$ cat config.mk
export PLATFORM = sky130hd
export DESIGN_NAME = pipe_hazard_ctrl
export DESIGN_NICKNAME = d
export VERILOG_FILES = /design/src/rtl/pipe_hazard_ctrl_pkg.sv /design/src/rtl/pipe_hazard_ctrl_md_busy_cnt.sv /design/src/rtl/pipe_hazard_ctrl.sv
export SDC_FILE = /design/constraint.sdc
export NUM_CORES = 1
export LEC_CHECK = 0
export CORE_ASPECT_RATIO = 1.4
export CORE_UTILIZATION = 38
export CTS_BUF_LIST = sky130_fd_sc_hd__clkbuf_8
export DETAILED_ROUTE_END_ITERATION = 7
export GPL_TIMING_DRIVEN = 0
export PLACE_DENSITY = 0.91
export SETUP_SLACK_MARGIN = 0.1
export SYNTH_ARGS = -nofsm -noshare
export SYNTH_HDL_FRONTEND = slang
export SYNTH_SLANG_ARGS = --single-unit
$ cat constraint.sdc
create_clock -name clk -period 2 [get_ports clk]
set_input_delay 0.3 -clock clk [delete_from_list [all_inputs] [get_ports clk]]
set_output_delay 0.3 -clock clk [all_outputs]
set_load 0.02 [all_outputs]
$ cat src/rtl/pipe_hazard_ctrl_pkg.sv
// Shared encodings for the pipeline hazard controller.
// Covers PC source select, mult/div FSM states and timing-field width.
package pipe_hazard_ctrl_pkg;
  localparam int TW = 2;
  localparam logic [1:0] PC_NORM = 2'd0;
  localparam logic [1:0] PC_EXC  = 2'd1;
  localparam logic [1:0] PC_EPC  = 2'd2;
  typedef enum logic {
    ST_IDLE = 1'b0,
    ST_BUSY = 1'b1
  } md_st_e;
endpackage

$ cat src/rtl/pipe_hazard_ctrl_md_busy_cnt.sv
// Mult/div busy tracker: loads a latency on start, counts down to idle.
// A start seen while already busy is ignored.
module md_busy_cnt
  import pipe_hazard_ctrl_pkg::*;
#(
  parameter int MULT_LAT = 5,
  parameter int DIV_LAT  = 10,
  parameter int CNT_W    = 4
) (
  input  logic clk,
  input  logic rst,
  input  logic start,
  input  logic div,
  output logic busy
);
  md_st_e           st, st_n;
  logic [CNT_W-1:0] cnt, cnt_n;

  always_ff @(posedge clk or negedge rst) begin
    if (!rst) begin
      st  <= ST_IDLE;
      cnt <= '0;
    end else begin
      st  <= st_n;
      cnt <= cnt_n;
    end
  end

  always_comb begin
    st_n  = st;
    cnt_n = cnt;
    case (st)
      ST_IDLE: begin
        if (start) begin
          st_n  = ST_BUSY;
          cnt_n = div ? CNT_W'(DIV_LAT) : CNT_W'(MULT_LAT);
        end
      end
      ST_BUSY: begin
        cnt_n = cnt - CNT_W'(1);
        if (cnt == CNT_W'(1)) st_n = ST_IDLE;
      end
      default: st_n = ST_IDLE;
    endcase
  end

  assign busy = (st == ST_BUSY);
endmodule

$ cat src/rtl/pipe_hazard_ctrl.sv
// Stall/flush controller for the 5-stage pipeline.
// Define HAZ_STATS_EN to add the saturating stall_cnt output.
module pipe_hazard_ctrl
  import pipe_hazard_ctrl_pkg::*;
#(
  parameter int MULT_LAT = 5,
  parameter int DIV_LAT  = 10,
  parameter int CNT_W    = 4
) (
  input  logic          clk,
  input  logic          rst,
  input  logic [4:0]    rsD,
  input  logic [4:0]    rtD,
  input  logic [TW-1:0] tuse_rsD,
  input  logic [TW-1:0] tuse_rtD,
  input  logic [4:0]    wregE,
  input  logic [TW-1:0] tnewE,
  input  logic [4:0]    wregM,
  input  logic [TW-1:0] tnewM,
  input  logic          md_startE,
  input  logic          md_divE,
  input  logic          md_useD,
  input  logic          exc_reqM,
  input  logic          eretM,
  output logic          stallF,
  output logic          stallD,
  output logic          Eclr,
  output logic          DEMWclr,
  output logic [1:0]    pc_sel,
`ifdef HAZ_STATS_EN
  output logic [31:0]   stall_cnt,
`endif
  output logic          md_busy
);
  logic rs_e, rs_m, rt_e, rt_m;
  logic stall_data, stall_md, stall, flush, busy;

  assign rs_e = (rsD != 5'd0) && (rsD == wregE) && (tuse_rsD < tnewE);
  assign rs_m = (rsD != 5'd0) && (rsD == wregM) && (tuse_rsD < tnewM);
  assign rt_e = (rtD != 5'd0) && (rtD == wregE) && (tuse_rtD < tnewE);
  assign rt_m = (rtD != 5'd0) && (rtD == wregM) && (tuse_rtD < tnewM);

  assign stall_data = rs_e | rs_m | rt_e | rt_m;
  assign stall_md   = md_useD & (busy | md_startE);
  assign stall      = stall_data | stall_md;
  assign flush      = exc_reqM | eretM;

  // squashed starts never reach the mult/div unit
  md_busy_cnt #(
    .MULT_LAT(MULT_LAT),
    .DIV_LAT (DIV_LAT),
    .CNT_W   (CNT_W)
  ) u_md (
    .clk  (clk),
    .rst  (rst),
    .start(md_startE & ~flush),
    .div  (md_divE),
    .busy (busy)
  );

  always_comb begin
    stallF  = 1'b0;
    stallD  = 1'b0;
    Eclr    = 1'b0;
    DEMWclr = 1'b0;
    pc_sel  = PC_NORM;
    if (rst) begin
      DEMWclr = flush;
      stallF  = stall & ~flush;
      stallD  = stall & ~flush;
      Eclr    = stall & ~flush;
      if (exc_reqM)   pc_sel = PC_EXC;
      else if (eretM) pc_sel = PC_EPC;
    end
  end

  assign md_busy = busy;

`ifdef HAZ_STATS_EN
  always_ff @(posedge clk or negedge rst) begin
    if (!rst)
      stall_cnt <= '0;
    else if (stall && !flush && stall_cnt != 32'hFFFF_FFFF)
      stall_cnt <= stall_cnt + 32'd1;
  end
`endif
endmodule

==> results of run 1 <==
## per-layer routing
layer,GRT usage [%],vias to the layer above,share of wire [%]
li1,-,385,-
met5,0,-,0
met3,3.404,13,3.9
met4,11.31,0,4.0
met2,56.78,48,61
met1,22.98,392,31
## path summary, 6_finish.rpt
kind                                         start  slack (ns)                 endpoint
max                                       tnewM[1]       -0.12                   stallD
min in group clk           u_md.cnt[0]$_DFFE_PN0P_        0.57  u_md.cnt[0]$_DFFE_PN0P_
max in group asynchronous                      rst        1.67      u_md.busy$_DFF_PN0_
max reg2reg                    u_md.busy$_DFF_PN0_        0.53  u_md.cnt[3]$_DFFE_PN0P_
min                                            rst        0.08  u_md.cnt[1]$_DFFE_PN0P_
min reg2reg                u_md.cnt[0]$_DFFE_PN0P_        0.57  u_md.cnt[0]$_DFFE_PN0P_
## flip-flops by register name, summed over array words and instances, names as in the netlist
name / cells
u_md.cnt: 4
u_md.busy: 1
## kinds of logic after synthesis
group,Yosys count
compound gates,19
buf+inv,9
flops,5
fa+ha+maj,6
simple gates,23
xor+xnor,21
## repair_timing
item                                    4_1_cts  5_1_grt
endpoints found under the hold margin         0        0
buffers inserted                              2        0
endpoints found under the setup margin        6        5
resized for setup                            87       35
pin swaps                                    11       18
## area by class of cell
cell class              instances  area, sq um
clock buffers                   3        41.29
plain buffers                   3        26.28
repair buffers                 43        362.8
fillers                       139        430.4
well taps                      20        25.02
multi-input cells              69        714.4
inverters                       6        27.53
flip-flops and latches          5        125.1
clock inverters                 1        3.754
## Yosys cell counts (all sizes together)
cell type / n / area (sq um)
clkbuf: 1 / 3.750
inv: 6 / 22.52
a21oi: 7 / 35.03
o21ai: 4 / 20.02
nor2: 5 / 18.77
xor2: 6 / 52.55
nor3: 1 / 5.000
a2111oi: 3 / 51.30
dfrtp: 5 / 125.1
nand4: 4 / 25.02
o22ai: 1 / 6.260
ha: 6 / 75.07
or4: 2 / 15.01
nand2b: 3 / 18.77
and3b: 1 / 8.760
and2: 1 / 6.260
o2bb2ai: 1 / 8.760
a211oi: 1 / 7.510
nor2b: 3 / 18.77
nand2: 2 / 7.510
buf: 2 / 15.01
nor4b: 1 / 8.760
xnor2: 15 / 131.4
a31oi: 2 / 12.51
## stage by stage
step	cell area, sq um	power (mW)	hold slack (ns)	setup slack [ns]	util [%]
2_1_floorplan	714.4	0.4483	0.004409	0.09089	-
5_1_grt	1326	0.9302	0.09693	-0.1394	75.50
3_5_place_dp	1150	0.6258	0.5512	-0.9994	65.46
6_report	1326	0.8771	0.08235	-0.1211	75.50
4_1_cts	1305	0.8302	0.08544	-0.09490	74.29
3_3_place_gp	1150	0.5982	0.5344	-0.9345	65.46
## power groups by stage
stage	logic [mW]	registers (mW)	clock network, mW
2_1_floorplan	0.250	0.198	0
3_3_place_gp	0.405	0.193	0
3_5_place_dp	0.428	0.198	0
4_1_cts	0.450	0.197	0.183
5_1_grt	0.532	0.204	0.195
6_report	0.495	0.200	0.182
## critical path, cell delays in order
cell and delay [ns]:
buf_6 0.07, inv_4 0.03, buf_4 0.12, ha_1 0.26, o21ai_0 0.11, nor4b_4 0.30
o22ai_2 0.14, a31oi_4 0.25, buf_6 0.12, buf_6 0.10
==> flow_summary.ini, run 1 <==
[timing]
worstMarginPinSlew_ns = 0.5255
setup_ws_ns = -0.1211
fin_crit_ns = 2.121
fin_worst_skew_ns = 0.0001291
fmax_mhz = 471.5
slew_violations = 0
rsz0062_at_grt = yes
finalHoldViolations = 0
slew_headroom_pct = 64.96
period_share_pct = 106.1
fin_tns_setup_ns = -0.3310
finalSetupViolCount = 3

[power]
pwr-share-comb_pct = 56.4
ir_drop_uv = 344.2
power.leakage_nw = 0.5887
cellPowerDensity_mw_per_mm2 = 661.3
p_int_uw = 510.2
p_switching_uw = 366.9
clock_power_share_pct = 20.8
seq_power_share_pct = 22.8
p_sw_share_pct = 41.83

[setup_path]
path_max_fanout = 3
critPathLaunchType = input pin
path_class = in -> out
crit_required_ns = 1.70
cp.arrival_ns = 1.82
r2r_cells = 5
worstSetupEndpointType = output port

[drt]
viasPerCell = 5.587
routedWlPerCell_um = 17.83
wl_um = 2674
num_vias = 838
firstDrtPassIters = 4
postRouteAntennaNets = 0
drc = 0
drt-initial-drc-count = 24

[placement]
gp_congestion = 0.8182
place.port_buffers = 41
dp_cells = 144
post-dp-hpwl_um = 1689

[clock_tree]
clk_pin_slew_ns = 0.03
cts_hold_buffers = 0
clock_latency_ns = 0.22
ctsRootBufferMaster = clkbuf_8
cts_tree = done
cts_sinks = 5
h-tree-depth = 1
cts_max_path_buffers = 2
cts_made_buffers = 3

[logic_synthesis]
syn_avg_cell_area_sq_um = 8.427
synth_xor_area_share_pct = 26.30
synth-compound-area-share_pct = 20.21
synth_top_family_by_area = XOR/XNOR gates
synthCells = 83
seq_area_frac_synth_pct = 17.89
synth_cell_type_count = 26
syn_nets = 124
synthAdderAreaFrac_pct = 10.73
syn_area_sq_um = 699.4
muxShareOfSynthArea_pct = 0
ys_ff_latch = 5
synth_simple_gate_area_share_pct = 18.96
yosysWarnings = 0

[floorplanning]
die_width_um = 38.26
boundaryPins = 42
core_area_sq_mm = 0.001757
dieArea_sq_mm = 0.002019
die_h_um = 52.76
placementRows = 18
start_util_pct = 39.81

[layout]
final_nets = 172
drive_gt1_share_pct = 38.46
layout_commonest_cell = xnor2_1
num_antenna_cells = 0
syn2layout_area_growth_pct = 89.62
final_cell_mix = xnor2_1 (13), clkbuf_2 (11), buf_6 (8)
fin_cells = 150

[global_routing]
grt_start_max_net_pins = 10
antenna_found_initial = 0
grt_pass1_vias = 892
grt_use_total_pct = 27.05
grt_pass1_wl_um = 3636
grt-ovfl-total = 0

[run_status]
status = complete, but fails checks
violations = setup timing

[worst_hold_path]
hp-class = in -> async

[run]
drv_cap = 0
Note: power is estimated with default switching activity, not from simulation.
==> inputs of run 2 (changes only) <==
--- a/config.mk
+++ b/config.mk
@@ -11,7 +11,9 @@
 export DETAILED_ROUTE_END_ITERATION = 7
 export GPL_TIMING_DRIVEN = 0
 export PLACE_DENSITY = 0.91
+export RECOVER_POWER = 50
 export SETUP_SLACK_MARGIN = 0.1
+export SKIP_LAST_GASP = 1
 export SYNTH_ARGS = -nofsm -noshare
 export SYNTH_HDL_FRONTEND = slang
 export SYNTH_SLANG_ARGS = --single-unit
==> run 2 against run 1 <==
Compared with the run above: clock skew is essentially flat; the run still ends with setup timing left; wire length is the same; die area is the same; sequential power is essentially flat; critical path depth is the same; combinational power is essentially flat.
==> flow_summary.ini, run 2 (synthesized netlist as in run 1, its figures left out) <==
[run_status]
status = complete, but fails checks
violations = setup timing

[setup_path]
r2r_setup_slack_ns = 0.54
path_max_fanout = 3
crit_required_ns = 1.70
worstSetupEndpointType = output port
cp.arrival_ns = 1.82
critPathLaunchType = input pin
path_class = in -> out

[timing]
rsz0062_at_grt = yes
worstMarginPinSlew_ns = 0.5204
slew_violations = 0
fmax_mhz = 471.8
setup_ws_ns = -0.1196
fin_tns_setup_ns = -0.3266
slew_headroom_pct = 65.31
finalHoldViolations = 0
finalSetupViolCount = 3
period_share_pct = 106.0
fin_worst_skew_ns = 0.0001624
fin_crit_ns = 2.120

[floorplanning]
start_util_pct = 39.81
core_area_sq_mm = 0.001757
dieArea_sq_mm = 0.002019
boundaryPins = 42
die_h_um = 52.76
die_width_um = 38.26
placementRows = 18

[clock_tree]
ctsRootBufferMaster = clkbuf_8
clock_latency_ns = 0.22
h-tree-depth = 1
cts_made_buffers = 3
cts_max_path_buffers = 2
cts_sinks = 5
cts_tree = done
clk_pin_slew_ns = 0.03
cts_hold_buffers = 0

[drt]
firstDrtPassIters = 4
postRouteAntennaNets = 0
drt-initial-drc-count = 26
routedWlPerCell_um = 17.83
drc = 0
wl_um = 2674
num_vias = 835
viasPerCell = 5.567

[layout]
layout_commonest_cell = xnor2_1
num_antenna_cells = 0
top_register = u_md.cnt
syn2layout_area_growth_pct = 89.27
final_cell_mix = xnor2_1 (13), clkbuf_2 (11), buf_6 (8)
fin_cells = 150
num-fill-cells = 140
drive_gt1_share_pct = 37.69
final_nets = 172
largest_reg_flops = 4

[power]
ir_drop_uv = 343.7
power.leakage_nw = 0.5890
cellPowerDensity_mw_per_mm2 = 661.8
total_power_uw = 876.1

[placement]
post-dp-hpwl_um = 1689
place.port_buffers = 41
post-place-ws_ns = -0.9994
gp_congestion = 0.8182
dp_cells = 144

[run]
drv_cap = 0

[global_routing]
grt_pass1_vias = 892
grt_pass1_wl_um = 3636
grt-ovfl-total = 0
grt_start_max_net_pins = 10
antenna_found_initial = 0
grt_use_total_pct = 27.05

[worst_hold_path]
hp-class = in -> async
run 2: cell count changes in the layout (fill, tap and decap cells not counted), sizes merged:
cell	change
clkdlybuf4s50	-1
dlygate4sd3	+1
run 2: path summary, 6_finish.rpt:
kind / startpoint / end / cells past startpoint
setup / recovery: tnewM[1] / stallD / 10
hold / removal: rst / u_md.cnt[1]$_DFFE_PN0P_ / 1
setup reg to reg: u_md.busy$_DFF_PN0_ / u_md.cnt[3]$_DFFE_PN0P_ / 5
hold reg to reg: u_md.cnt[0]$_DFFE_PN0P_ / u_md.cnt[0]$_DFFE_PN0P_ / 1
max in group asynchronous: rst / u_md.busy$_DFF_PN0_ / 1
min in group clk: u_md.cnt[0]$_DFFE_PN0P_ / u_md.cnt[0]$_DFFE_PN0P_ / 1
run 2: worst max-delay path, stage by stage:
cell     delay, ns
buf_6         0.07
inv_4         0.03
buf_4         0.12
ha_1          0.26
o21ai_0       0.11
nor4b_4       0.30
o22ai_2       0.14
a31oi_4       0.25
buf_6         0.12
buf_6         0.10
run 2: what timing repair did:
item	in CTS	in global routing
buffers inserted	2	0
pin swaps	11	18
resized for setup	87	35
endpoints found under the setup margin	6	5
run 2: area by class of cell:
type	instances	area, sq um	area share [%]
Buffer	3	26.28	1.985
Clock buffer	3	41.29	3.119
Clock inverter	1	3.754	0.2836
Inverter	6	27.53	2.079
Multi-Input combinational cell	69	711.9	53.78
Sequential cell	5	125.1	9.452
Tap cell	20	25.02	1.890
Timing Repair Buffer	43	362.8	27.41
run 2: per-stage QoR:
stage | instance area (sq um) | util [%] | hold WS (ns)
finish | 1324 | 75.36 | 0.08158
global route | 1324 | 75.36 | 0.09693
CTS | 1305 | 74.29 | 0.08544
detailed placement | 1150 | 65.46 | 0.5512
global placement | 1150 | 65.46 | 0.5344
floorplan | 714.4 | - | 0.004409
run 2: routing by layer:
layer | global-route usage [%] | vias to the layer above | wire [um]
li1 | - | 385 | -
met3 | 3.404 | 8 | 125
met1 | 22.98 | 389 | 837
met5 | 0 | - | 0
met2 | 56.78 | 53 | 1615
met4 | 11.31 | 0 | 96
run 2: power by group:
part,switching (mW),internal [mW]
Combinational,0.269,0.224
Clock,0.0523,0.132
Sequential,0.0452,0.154
Total,0.366,0.510
==> inputs of run 3 (changes only) <==
--- a/config.mk
+++ b/config.mk
@@ -5,12 +5,13 @@
 export SDC_FILE = /design/constraint.sdc
 export NUM_CORES = 1
 export LEC_CHECK = 0
+export ABC_AREA = 1
 export CORE_ASPECT_RATIO = 1.4
-export CORE_UTILIZATION = 38
+export CORE_UTILIZATION = 41
 export CTS_BUF_LIST = sky130_fd_sc_hd__clkbuf_8
 export DETAILED_ROUTE_END_ITERATION = 7
 export GPL_TIMING_DRIVEN = 0
-export PLACE_DENSITY = 0.91
+export PLACE_DENSITY = 0.93
 export RECOVER_POWER = 50
 export SETUP_SLACK_MARGIN = 0.1
 export SKIP_LAST_GASP = 1
==> run 3 against run 2 <==
Compared with the run above: the run now ends clean; cell count up 45%; wire length down 1.0%; global-route usage down 0.23 points; synthesized cell count grew 82%; critical path depth up 3; non-clock buffer count down 2; clock skew about the same; via count up 35%; maximum frequency up 16%; core utilization is 2.2 points lower; critical path type unchanged; largest cell class unchanged.
==> flow_summary.ini, run 3 <==
[placement]
post-dp-hpwl_um = 2021
dp_cells = 212
post-place-ws_ns = -0.7080
gp_congestion = 0.8475
placed_cell_area_sq_mm = 0.001244
place.port_buffers = 41

[timing]
setup_ws_ns = 0.1691
rsz0062_at_grt = yes
finalHoldViolations = 0
finalSetupViolCount = 0
fmax_mhz = 546.2
worstMarginPinSlew_ns = 0.3331
slew_headroom_pct = 77.79
period_share_pct = 91.55
fin_worst_skew_ns = 0.0003272
slew_violations = 0
fin_crit_ns = 1.831

[global_routing]
grt_busiest_layer = met2
grt_pass1_wl_um = 3967
met1_usage_pct = 20.70
grt_use_total_pct = 26.83
grt-ovfl-total = 0
grt_start_max_net_pins = 9
use_met2_pct = 55.19
grt_pass1_vias = 1135
use_met3_pct = 2.439
antenna_found_initial = 0

[logic_synthesis]
syn_nets = 192
synth-edff-count = 0
syn_avg_cell_area_sq_um = 5.353
async_flop_share_pct = 100.0
yosysTopAreaCellShare_pct = 24.61
ys_top_cells_by_area = nand2_1 (25%), dfrtp_1 (15%), inv_1 (14%)
ys_ff_latch = 5
synthCells = 151
yosys.area.top_type = nand2_1
yosysWarnings = 0
seq_area_frac_synth_pct = 15.48
yosys-top-cells-count = nand2_1 (53), inv_1 (31), nor2_1 (14), nand3_1 (11), o21ai_0 (10)
yosysMostFrequentCell = nand2_1
syn_area_sq_um = 808.3
synth_ff_type = dfrtp_1
synth_cell_type_count = 18

[setup_path]
worstSetupEndpointType = output port
cp.arrival_ns = 1.53
critPathCapture = stallF
r2r_setup_slack_ns = 0.79
rr_startpoint = u_md.busy$_DFF_PN0_
cp-startpoint = wregM[3]
critPathLaunchType = input pin
path_class = in -> out
path_max_fanout = 3
rr_endpoint = u_md.cnt[1]$_DFFE_PN0P_
crit_required_ns = 1.70
r2r_cells = 5

[layout]
final_nets = 239
layout_commonest_cell = nand2_1
drive_gt1_share_pct = 16.75
largest_reg_flops = 4
fin_cells = 217
num_antenna_cells = 0
num-fill-cells = 153
final_cell_mix = nand2_1 (53), inv_1 (26), dlygate4sd2_1 (21)
top_register = u_md.cnt
syn2layout_area_growth_pct = 63.16
utilization_pct = 73.19
post-route-cell-area_sq_mm = 0.001319

[floorplanning]
dieArea_sq_mm = 0.002156
core_area_sq_mm = 0.001802
die_h_um = 54.54
start_util_pct = 44.86
boundaryPins = 42
placementRows = 18
die_width_um = 39.53

[drt]
viasPerCell = 5.203
firstDrtPassIters = 4
drt-initial-drc-count = 45
postRouteAntennaNets = 0
wl_um = 2646
drc = 0
num_vias = 1129
routedWlPerCell_um = 12.19

[clock_tree]
h-tree-depth = 1
cts_tree = done
ctsRootBufferMaster = clkbuf_8
clk_pin_slew_ns = 0.04
cts_hold_buffers = 0
clock_latency_ns = 0.22
cts_max_path_buffers = 2
cts_sinks = 5
cts_made_buffers = 3

[power]
cellPowerDensity_mw_per_mm2 = 631.0
ir_drop_uv = 629.5
power.leakage_nw = 0.7746
total_power_uw = 832.1

[worst_hold_path]
hp-class = in -> async

[run_status]
status = complete, no violations

[run]
drv_cap = 0
-- run 3: final cells by class --
class	count	area (sq um)	area share, %
Buffer	2	18.77	1.423
Clock buffer	3	41.29	3.131
Clock inverter	1	3.754	0.2846
Inverter	32	122.6	9.298
Multi-Input combinational cell	112	613.1	46.49
Sequential cell	5	125.1	9.488
Tap cell	20	25.02	1.898
Timing Repair Buffer	42	369.1	27.99
-- run 3: per-layer routing --
| layer | vias up | part of all wire, % | routed length, um |
|---|---|---|---|
| met1 | 502 | 36 | 950 |
| met3 | 16 | 4.8 | 128 |
| met2 | 52 | 56 | 1472 |
| met5 | - | 0 | 0 |
| met4 | 0 | 3.6 | 94 |
| li1 | 559 | - | - |
-- run 3: critical path, stage by stage --
cell and delay (ns):
dlygate4sd2_1 0.27, inv_1 0.10, a21oi_2 0.15, nand2_1 0.07
nor2_1 0.08, nand2_1 0.06, nand2_1 0.06, nand2_1 0.05
nand3_1 0.06, nand2_1 0.06, inv_2 0.07, buf_4 0.10
buf_6 0.10
-- run 3: logic make-up (layout without fill, tap and decap cells) --
logic type	count (synthesis)	in the layout	synth area share, %
simple gates	82	82	41.33
buf+inv	34	80	16.72
compound gates	22	22	15.02
fa+ha+maj	6	6	9.288
flops	5	5	15.48
xor+xnor	2	2	2.168
-- run 3: stage by stage --
stage | setup TNS [ns] | hold slack (ns)
floorplan | 0 | 0.004409
global placement | -2.016 | 0.4779
detailed placement | -2.290 | 0.4892
CTS | 0 | 0.07723
global route | 0 | 0.09691
finish | 0 | 0.08293
-- run 3: how the worst min path moves through the flow --
stage,slack (ns),end,startpoint
global placement,0.48,u_md.cnt[0]$_DFFE_PN0P_,u_md.cnt[0]$_DFFE_PN0P_
detailed placement,0.49,u_md.cnt[0]$_DFFE_PN0P_,u_md.cnt[0]$_DFFE_PN0P_
global route,0.1,u_md.cnt[2]$_DFFE_PN0P_,rst
floorplan,0.004,u_md.busy$_DFF_PN0_,rst
CTS,0.08,u_md.cnt[0]$_DFFE_PN0P_,rst
finish,0.08,u_md.cnt[0]$_DFFE_PN0P_,rst
-- run 3: power breakdown --
group          internal [mW]  switching, mW
clock                  0.132         0.0493
combinational          0.195          0.260
sequential             0.156         0.0408
total                  0.482          0.350
-- run 3: what timing repair did --
action	in CTS	in global routing
pin swaps	15	5
buffers inserted	1	0
gates cloned	0	0
resized for setup	71	16
endpoints found under the setup margin	6	4
